## src/rtl/d16_stack_if.sv

```systemverilog
// Operation/status bundle between the d16 execute stage (master) and a stack unit (slave).
// One operation is applied per clock edge; there is no valid/ready handshake.
interface d16_stack_if #(
  parameter int WIDTH      = 16,
  parameter int DEPTH_LOG2 = 6
);
  logic [2:0]            i_op;
  logic [WIDTH-1:0]      i_dat;
  logic [DEPTH_LOG2-1:0] i_pick_idx;
  logic                  i_clr_err;
  logic [WIDTH-1:0]      o_tos;
  logic [WIDTH-1:0]      o_nos;
  logic [WIDTH-1:0]      o_pick;
  logic                  o_pick_vld;
  logic [DEPTH_LOG2:0]   o_sp;
  logic                  o_empty;
  logic                  o_full;
  logic                  o_ovf;
  logic                  o_unf;

  modport master (
    output i_op, i_dat, i_pick_idx, i_clr_err,
    input  o_tos, o_nos, o_pick, o_pick_vld, o_sp, o_empty, o_full, o_ovf, o_unf
  );

  modport slave (
    input  i_op, i_dat, i_pick_idx, i_clr_err,
    output o_tos, o_nos, o_pick, o_pick_vld, o_sp, o_empty, o_full, o_ovf, o_unf
  );
endinterface

```

## src/rtl/d16_stack.sv

```systemverilog
// Parametrised d16 data/return stack: register array, bounds-checked ops, sticky
// overflow/underflow flags, asynchronous TOS/NOS/pick reads.
module d16_stack #(
  parameter int WIDTH      = 16,
  parameter int DEPTH_LOG2 = 6
) (
  input  logic        i_clk,
  input  logic        i_reset_n,
  d16_stack_if.slave  bus
);
  localparam int DEPTH = 1 << DEPTH_LOG2;
  localparam int SPW   = DEPTH_LOG2 + 1;

  typedef enum logic [2:0] {
    OP_NOP      = 3'd0,
    OP_PUSH     = 3'd1,
    OP_POP      = 3'd2,
    OP_POP2     = 3'd3,
    OP_REPL_T   = 3'd4,
    OP_POP_REPL = 3'd5,
    OP_SWAP     = 3'd6,
    OP_SETSP    = 3'd7
  } op_e;

  logic [WIDTH-1:0]      mem_q [DEPTH];
  logic [SPW-1:0]        sp_q, sp_d;
  logic                  ovf_q, ovf_d;
  logic                  unf_q, unf_d;

  op_e                   op;
  logic [SPW-1:0]        sp_m1, sp_m2, pick_pos;
  logic [DEPTH_LOG2-1:0] idx_t, idx_n;
  logic                  has1, has2, not_full;
  logic                  set_ovf, set_unf;
  logic                  we_a, we_b;
  logic [DEPTH_LOG2-1:0] idx_a, idx_b;
  logic [WIDTH-1:0]      dat_a, dat_b;

  assign op       = op_e'(bus.i_op);
  assign sp_m1    = sp_q - SPW'(1);
  assign sp_m2    = sp_q - SPW'(2);
  assign idx_t    = sp_m1[DEPTH_LOG2-1:0];
  assign idx_n    = sp_m2[DEPTH_LOG2-1:0];
  assign has1     = (sp_q >= SPW'(1));
  assign has2     = (sp_q >= SPW'(2));
  assign not_full = (sp_q < SPW'(DEPTH));
  assign pick_pos = sp_m1 - {1'b0, bus.i_pick_idx};

  always_comb begin
    sp_d    = sp_q;
    set_ovf = 1'b0;
    set_unf = 1'b0;
    we_a    = 1'b0;
    we_b    = 1'b0;
    idx_a   = idx_t;
    idx_b   = idx_n;
    dat_a   = bus.i_dat;
    dat_b   = bus.i_dat;
    case (op)
      OP_NOP: ;
      OP_PUSH: begin
        if (not_full) begin
          we_a  = 1'b1;
          idx_a = sp_q[DEPTH_LOG2-1:0];
          sp_d  = sp_q + SPW'(1);
        end else begin
          set_ovf = 1'b1;
        end
      end
      OP_POP: begin
        if (has1) sp_d = sp_m1;
        else      set_unf = 1'b1;
      end
      OP_POP2: begin
        if (has2) sp_d = sp_m2;
        else      set_unf = 1'b1;
      end
      OP_REPL_T: begin
        if (has1) we_a = 1'b1;
        else      set_unf = 1'b1;
      end
      OP_POP_REPL: begin
        if (has2) begin
          we_b = 1'b1;
          sp_d = sp_m1;
        end else begin
          set_unf = 1'b1;
        end
      end
      OP_SWAP: begin
        // Both ports read the pre-edge contents, so the exchange is atomic.
        if (has2) begin
          we_a  = 1'b1;
          we_b  = 1'b1;
          dat_a = mem_q[idx_n];
          dat_b = mem_q[idx_t];
        end else begin
          set_unf = 1'b1;
        end
      end
      OP_SETSP: sp_d = {1'b0, bus.i_dat[DEPTH_LOG2-1:0]};
      default: ;
    endcase
    // A new violation wins over a simultaneous clear.
    ovf_d = (ovf_q & ~bus.i_clr_err) | set_ovf;
    unf_d = (unf_q & ~bus.i_clr_err) | set_unf;
  end

  always_ff @(posedge i_clk) begin
    if (!i_reset_n) begin
      sp_q  <= '0;
      ovf_q <= 1'b0;
      unf_q <= 1'b0;
    end else begin
      sp_q  <= sp_d;
      ovf_q <= ovf_d;
      unf_q <= unf_d;
    end
  end

  always_ff @(posedge i_clk) begin
    if (i_reset_n) begin
      if (we_a) mem_q[idx_a] <= dat_a;
      if (we_b) mem_q[idx_b] <= dat_b;
    end
  end

  assign bus.o_tos      = has1 ? mem_q[idx_t] : '0;
  assign bus.o_nos      = has2 ? mem_q[idx_n] : '0;
  assign bus.o_pick_vld = ({1'b0, bus.i_pick_idx} < sp_q);
  assign bus.o_pick     = bus.o_pick_vld ? mem_q[pick_pos[DEPTH_LOG2-1:0]] : '0;
  assign bus.o_sp       = sp_q;
  assign bus.o_empty    = (sp_q == '0);
  assign bus.o_full     = (sp_q == SPW'(DEPTH));
  assign bus.o_ovf      = ovf_q;
  assign bus.o_unf      = unf_q;
endmodule

```

## src/flat_wrapper.sv

```systemverilog
// flat-port wrapper written by rule: the top's interface ports become plain ports
module d16_stack_flat 
#(
  parameter int WIDTH      = 16,
  parameter int DEPTH_LOG2 = 6
)
  (i_clk, i_reset_n, bus_i_op, bus_i_dat, bus_i_pick_idx, bus_i_clr_err, bus_o_tos, bus_o_nos, bus_o_pick, bus_o_pick_vld, bus_o_sp, bus_o_empty, bus_o_full, bus_o_ovf, bus_o_unf);
  d16_stack_if #(.WIDTH(WIDTH), .DEPTH_LOG2(DEPTH_LOG2)) bus_i ();
  input  logic i_clk;
  input  logic i_reset_n;
  input wire logic [$bits(bus_i.i_op)-1:0] bus_i_op;
  input wire logic [$bits(bus_i.i_dat)-1:0] bus_i_dat;
  input wire logic [$bits(bus_i.i_pick_idx)-1:0] bus_i_pick_idx;
  input wire logic [$bits(bus_i.i_clr_err)-1:0] bus_i_clr_err;
  output wire logic [$bits(bus_i.o_tos)-1:0] bus_o_tos;
  output wire logic [$bits(bus_i.o_nos)-1:0] bus_o_nos;
  output wire logic [$bits(bus_i.o_pick)-1:0] bus_o_pick;
  output wire logic [$bits(bus_i.o_pick_vld)-1:0] bus_o_pick_vld;
  output wire logic [$bits(bus_i.o_sp)-1:0] bus_o_sp;
  output wire logic [$bits(bus_i.o_empty)-1:0] bus_o_empty;
  output wire logic [$bits(bus_i.o_full)-1:0] bus_o_full;
  output wire logic [$bits(bus_i.o_ovf)-1:0] bus_o_ovf;
  output wire logic [$bits(bus_i.o_unf)-1:0] bus_o_unf;
  assign bus_i.i_op = bus_i_op;
  assign bus_i.i_dat = bus_i_dat;
  assign bus_i.i_pick_idx = bus_i_pick_idx;
  assign bus_i.i_clr_err = bus_i_clr_err;
  assign bus_o_tos = bus_i.o_tos;
  assign bus_o_nos = bus_i.o_nos;
  assign bus_o_pick = bus_i.o_pick;
  assign bus_o_pick_vld = bus_i.o_pick_vld;
  assign bus_o_sp = bus_i.o_sp;
  assign bus_o_empty = bus_i.o_empty;
  assign bus_o_full = bus_i.o_full;
  assign bus_o_ovf = bus_i.o_ovf;
  assign bus_o_unf = bus_i.o_unf;
  d16_stack #(.WIDTH(WIDTH), .DEPTH_LOG2(DEPTH_LOG2)) u_core (.i_clk(i_clk), .i_reset_n(i_reset_n), .bus(bus_i));
endmodule
```

## config.mk

```make
export PLATFORM = sky130hd
export DESIGN_NAME = d16_stack_flat
export DESIGN_NICKNAME = d
export VERILOG_FILES = /design/src/rtl/d16_stack_if.sv /design/src/rtl/d16_stack.sv /design/src/flat_wrapper.sv
export SDC_FILE = /design/constraint.sdc
export NUM_CORES = 2
export LEC_CHECK = 0
export BUFFER_PORTS_ARGS = -buffer_cell sky130_fd_sc_hd__buf_2
export CORE_MARGIN = 3
export CORE_UTILIZATION = 35
export CTS_CLUSTER_SIZE = 12
export DETAILED_ROUTE_END_ITERATION = 10
export PLACE_DENSITY = 0.56
export SLEW_MARGIN = 20
export SYNTH_ARGS = -nofsm -noshare
export SYNTH_HDL_FRONTEND = slang
export SYNTH_SLANG_ARGS = --single-unit
```

## constraint.sdc

```tcl
create_clock -name i_clk -period 16.65 [get_ports i_clk]
set_input_delay 1.665 -clock i_clk [delete_from_list [all_inputs] [get_ports i_clk]]
set_output_delay 1.665 -clock i_clk [all_outputs]
set_load 0.01 [all_outputs]
```

* Word-level counts from Yosys, hierarchy flattened *
Memory sizes are Yosys's and may differ from the RTL's.
Cells that the tools add are included.

word-level totals
  RAM bits = 1,024
  register bits after elaboration = 9
  input port bits = 28
  memories kept = 1

memories
  name          words  bits a word  read ports  clocked after memory_dff  write ports  line             text
  u_core.mem_q  64     16           3           0                         2            d16_stack.sv:25  logic [WIDTH-1:0] mem_q [DEPTH];

operators by class
  bitwise logic cells = 5
  mux-type cells = 30
  equality and inequality tests = 12
  order comparisons = 4
  reductions and logical operators = 6
  add/subtract/negate cells = 4

operator list
  operator                                                           count
  2-to-1 mux 16 bit                                                  7
  case mux 7 bit (5 select lines)                                    1
  2-to-1 mux 7 bit                                                   4
  2-to-1 mux 1 bit                                                   14
  == test 3 bit, second input constant                               4
  2-to-1 mux 6 bit                                                   2
  != test 2 x 1 -> 1 bit, second input constant                      4
  adder 7 x 1 -> 7 bit, second input constant                        1
  == test 7 bit, second input constant                               1
  greater-or-equal comparator 7 x 1 -> 1 bit, second input constant  1
  greater-or-equal comparator 7 x 2 -> 1 bit, second input constant  1
  logical NOT 7 bit                                                  1
  < comparator 6 x 7 -> 1 bit                                        1
  < comparator 7 bit, second input constant                          1
  subtractor 7 x 1 -> 7 bit, second input constant                   1
  subtractor 7 x 2 -> 7 bit, second input constant                   1
  == test 3 x 2 -> 1 bit, second input constant                      2
  subtractor 6 bit                                                   1
  AND reduction 5 bit                                                1
  nonzero test 5 bit                                                 1
  OR reduction 2 bit                                                 2
  == test 3 x 1 -> 1 bit, second input constant                      1
  case mux 1 bit (3 select lines)                                    1
  OR reduction 3 bit                                                 1
  other kinds (4)                                                    6

* Depth between registers and ports, before layout *
  depth in word-level cells = 6
  mapped depth = 22

* Least setup slack after synthesis *
No wires, ideal clock.

  path kind = register -> output
  start = reg u_core.sp_q[1] (netlist: u_core.bus.o_sp[1])
  end = out bus_o_pick[0]
  required time = 14.985 ns
  path buffers = 11
  data arrival time = 5.730 ns
  slack = 9.255 ns
  stages on the path, launching flop included = 20
  cell sequence = dfxtp_1 buf_4 buf_4 buf_2 buf_2 buf_4 inv_1 ha_1 buf_4 buf_12 buf_8 buf_4 buf_4 inv_1 fa_1 xnor2_1 clkbuf_1 mux4_2 mux2_2 a22o_1

between the ends
  longest elaborated chain between the ends = 4

ends and longest elaborated chain
  element                    line                text
  from (decl)                d16_stack.sv:26     logic [SPW-1:0] sp_q, sp_d;
  from (signal assigned)     d16_stack.sv:115    sp_q <= sp_d;
  subtractor 7 x 1 -> 7 bit  d16_stack.sv:40     assign sp_m1 = sp_q - SPW'(1);
  subtractor 6 bit           d16_stack.sv:47     assign pick_pos = sp_m1 - {1'b0, bus.i_pick_idx};
  memory (64 x 16 bit)       --
  2-to-1 mux 16 bit *        d16_stack.sv:131    assign bus.o_pick = bus.o_pick_vld ? mem_q[pick_pos[DEPTH_LOG2-1:0]] : '0;
  to (decl)                  flat_wrapper.sv:17  output wire logic [$bits(bus_i.o_pick)-1:0] bus_o_pick;

Every way passes the cells marked *; elsewhere a longest branch is shown, timed or not.

* Worst setup path after layout *
  start = reg u_core.sp_q[0] (netlist: u_core.bus.o_sp[0])
  end = out bus_o_tos[12]

between the ends
  longest elaborated chain between the ends = 3

ends and longest elaborated chain
  element                    line                text
  subtractor 7 x 1 -> 7 bit  d16_stack.sv:40
  memory (64 x 16 bit)       --
  2-to-1 mux 16 bit *        d16_stack.sv:128    assign bus.o_tos = has1 ? mem_q[idx_t] : '0;
  to (decl)                  flat_wrapper.sv:15  output wire logic [$bits(bus_i.o_tos)-1:0] bus_o_tos;

Marks and branches as above.

==> impl_results.md <==
- Fraction of synthesized cell area in xor and xnor cells: 0.00235
- Total GRT Usage: 0.350
- Fraction of the yosys area taken by sequential cells: 0.421
- Worst ir drop on vdd: 0.172 mV
- Number of sinks on the clock net: around 1,000
- Via count of the first global-routing pass: ~58,000
- Mux cell area share after synthesis: 0.305
- Worst endpoint data arrival time: 7.66 ns
- Number of storage elements in the synthesis netlist: 1,033
- DIE HEIGHT: 464 µm
- Data required time of the worst path: 14.98 ns
- Netlist area before placement: 73,400 µm²
- Final antenna-violating net count: 0
- Post-CTS Hold Buffers: 0
- Leakage power figure: between 20 and 25 nW
- Top FF cell, synth: sky130_fd_sc_hd__edfxtp_1
- Die X-Extent: 464 µm
- Die Outline Area: 215,000 µm²
- Initial DRC Count: 12,700
- Layout cell share with drive strength beyond 1: 0.393
- Global-route wire length before repair: 520 mm
- Number of warnings issued by yosys: 0
- Summed area of non-filler cells in the final layout: 80,700 µm²
- Sw Pwr: around 6.8 mW
- Top fanout value on the critical path: 45
- Part of the total power dissipated in combinational logic: 0.578
- Synth async-reset ratio: 0
- Number of synthesized flops with an enable pin: 1,024
- Share of synthesized cell area in and, or, nand and nor gates: 0.0447
- Synthesized instance count: 5,192
- Ports placed on the boundary: 88
- Final setup TNS: 0 ns
- Detailed-routed wire length on met3: ~66 mm
- Register clock-pin slew on the reported worst setup and hold paths: ~0.060 ns
- Hold Violations, Final: 0
- Count of port buffers added during placement: 87
- Class of the worst hold path: reg2reg
- Met2 wire len: ~160 mm
- Post-detail-place hpwl: between 200 and 250 mm
- Number of max-slew violations in the final report: 0
- Most frequent standard cell in the layout excluding fill and tap cells: sky130_fd_sc_hd__edfxtp_1
- Adder-cell area share of the yosys netlist: 0.00351
- Met1 WL: 126 mm
- Vias/cell: 7.93
- Gp weighted congestion: between 1 and 1.5
- FMAX: 107 MHz
- Post-CTS repair timing setup buffer count: 0
- Final-report setup violation count: 0
- CP Launch Type: register
- Internal Pwr Total: about 6.6 mW
- Minimum clock period: about 9.3 ns
- Insertion delay of the later-clocked pin in the worst-skew pair: 0.81 ns
- Fraction of the mapped netlist area in compound gates: 0.169
- Number of buffers created by CTS: 117
- Total wirelength of the detailed-routed design: around 390 mm
- Wire per inst: 49.7 µm
- Nature of the critical path endpoint: primary output
- Maximum number of pins on one net before global-route repair: 147
- Part of the power in registers: 0.222
- Commonest non-fill, non-tap cells in the layout: 1,024 x sky130_fd_sc_hd__edfxtp_1, 852 x sky130_fd_sc_hd__mux4_2, 376 x sky130_fd_sc_hd__nand2_1
- Mapped Avg Cell Area: 14.1 µm²
- Gr ovfl total: 0
- Clock buffer depth: 3
- H-tree depth: 3
- CTS Root Buffer Type: sky130_fd_sc_hd__clkbuf_16
- Antenna violations before repair: 30
- Yosys cell types: 91
- Post-place instance area: 76,900 µm²
- Pwr dens: 165 nW/µm²
- TritonCTS clock tree: built
- Row cnt: approximately 170
- Syn Nets: 5,240
- Count of fill cells added during filler insertion: 19,300
- Switching share of power: 0.507
- Top layer in use: met5
- Remaining max-slew budget at the tightest pin: 0.0573
- Layout area overhead: 9.89%
- DR pass1 iterations: 7
- Outcome: complete, no violations
- Clock power share: 0.201
- Largest family of logic cells by synthesized area: multiplexers
- Period utilization: 0.560
- Starting utilization of the core area: 0.353
- Remaining DRCs: 0
- Type of the setup path with the least slack: reg2out
- Layout Utilization: 0.388
- Slew at the pin closest to its max-slew limit: 1.41 ns
- Floorplan Core Area: 208,000 µm²
- Number of cells upsized or downsized after cts: 0
- Max_cap viols: 0
- RSZ-0062 raised after global routing: no
- Post-layout net count: between 4,000 and 5,000
- Via Count: 62,100
- Max Clock Skew: 0.0400 ns
==> routing by layer <==
layer  vias up  global-route usage
li1      22000                   -
met1     31700               0.413
met2      6787               0.480
met3      1572               0.168
met4        24               0.285
met5         -              0.0127
==> logic make-up after synthesis <==
family,count (synthesis)
multiplexers,1155
adder cells (fa/ha/maj),20
XOR/XNOR,18
AO/OA/AOI/OAI,1431
AND/OR/NAND/NOR,742
flip-flops,1033
buffers and inverters,793
==> worst paths after layout <==
check / start / to / slack, ns / depth (start not counted)
max: u_core.bus.o_sp[0] / bus_o_tos[12] / 7.33 / 12
max reg2reg: u_core.bus.o_sp[1] / u_core.mem_q[54][13] / 9.14 / 12
min reg2reg: u_core.bus.o_ovf / u_core.bus.o_ovf / 0.54 / 2
min: u_core.bus.o_ovf / u_core.bus.o_ovf / 0.54 / 2
==> power groups by stage <==
stage / Combinational (mW) / Clock [mW] / Sequential, mW
floorplan: 4.36 / 0 / 3.00
global placement: 7.14 / 0 / 3.01
detailed placement: 7.18 / 0 / 3.01
CTS: 7.20 / 2.65 / 2.96
global route: 7.61 / 2.74 / 2.96
finish: 7.71 / 2.68 / 2.96
==> registers in the layout, indices dropped and copies added (netlist names) <==
name	count
u_core.mem_q	1024
u_core.bus.o_unf	1
u_core.bus.o_sp	7
u_core.bus.o_ovf	1
==> cell type report <==
class,instances,area (µm²),area share
well taps,2788,3490,0.0432
multi-input cells,3366,39600,0.491
clock buffers,138,3070,0.0381
repair buffers,383,2740,0.0340
diodes,18,45.0,0.000558
inverters,35,144,0.00178
clock inverters,74,671,0.00831
flip-flops and latches,1033,30900,0.384
==> cell usage after synthesis (10+ instances only) <==
cell type	number	share of area
sky130_fd_sc_hd__edfxtp_1	1024	0.42
sky130_fd_sc_hd__mux4_2	852	0.26
sky130_fd_sc_hd__nand2_1	383	0.020
sky130_fd_sc_hd__clkbuf_1	361	0.018
sky130_fd_sc_hd__a221oi_1	320	0.038
sky130_fd_sc_hd__o221ai_1	254	0.030
sky130_fd_sc_hd__buf_2	229	0.016
sky130_fd_sc_hd__a221oi_2	216	0.044
sky130_fd_sc_hd__mux2i_1	176	0.024
sky130_fd_sc_hd__nor2_1	159	0.0081
sky130_fd_sc_hd__a21oi_1	152	0.010
sky130_fd_sc_hd__mux2_2	122	0.019
sky130_fd_sc_hd__o21ai_0	108	0.0074
sky130_fd_sc_hd__buf_4	74	0.0076
sky130_fd_sc_hd__o22ai_1	73	0.0062
sky130_fd_sc_hd__o21ai_1	60	0.0041
sky130_fd_sc_hd__buf_6	51	0.0078
sky130_fd_sc_hd__nand3_1	41	0.0028
sky130_fd_sc_hd__buf_1	38	0.0019
sky130_fd_sc_hd__nor3_1	35	0.0024
sky130_fd_sc_hd__a31oi_1	33	0.0028
sky130_fd_sc_hd__inv_1	30	0.0015
sky130_fd_sc_hd__a21o_1	29	0.0030
sky130_fd_sc_hd__and2_1	22	0.0019
sky130_fd_sc_hd__a21boi_1	19	0.0019
sky130_fd_sc_hd__and3_1	19	0.0016
sky130_fd_sc_hd__ha_1	19	0.0032
sky130_fd_sc_hd__a22o_1	18	0.0021
sky130_fd_sc_hd__nand2b_1	18	0.0015
sky130_fd_sc_hd__a211oi_1	17	0.0017
sky130_fd_sc_hd__a32oi_1	16	0.0019
sky130_fd_sc_hd__o211ai_1	15	0.0015
sky130_fd_sc_hd__xnor2_1	14	0.0017
sky130_fd_sc_hd__a32o_1	11	0.0015
sky130_fd_sc_hd__nand4_1	10	0.00085
==> worst max-delay path, stage by stage, from the launching register on <==
cell	delay, ns
sky130_fd_sc_hd__dfxtp_4	0.67
sky130_fd_sc_hd__inv_6	0.31
sky130_fd_sc_hd__ha_4	0.70
sky130_fd_sc_hd__buf_4	0.72
sky130_fd_sc_hd__buf_4	0.88
sky130_fd_sc_hd__buf_4	0.74
sky130_fd_sc_hd__mux4_2	0.59
sky130_fd_sc_hd__mux2i_1	0.15
sky130_fd_sc_hd__a32oi_1	0.08
sky130_fd_sc_hd__nand2_1	0.46
sky130_fd_sc_hd__mux2_4	1.03
sky130_fd_sc_hd__nor2_1	0.12
sky130_fd_sc_hd__buf_2	0.18
==> per-stage QoR <==
stage / cells / setup WS (ns) / total power [mW] / hold WS, ns
finish: 7835 / 7.33 / 13.3 / 0.536
global route: 7819 / 6.98 / 13.3 / 0.571
CTS: 7817 / 7.39 / 12.8 / 0.534
detailed placement: 7605 / 8.18 / 10.2 / 0.520
floorplan: 5192 / 9.26 / 7.36 / 0.552
global placement: 7604 / 8.24 / 10.1 / 0.508
(Power assumes the default switching activity.)
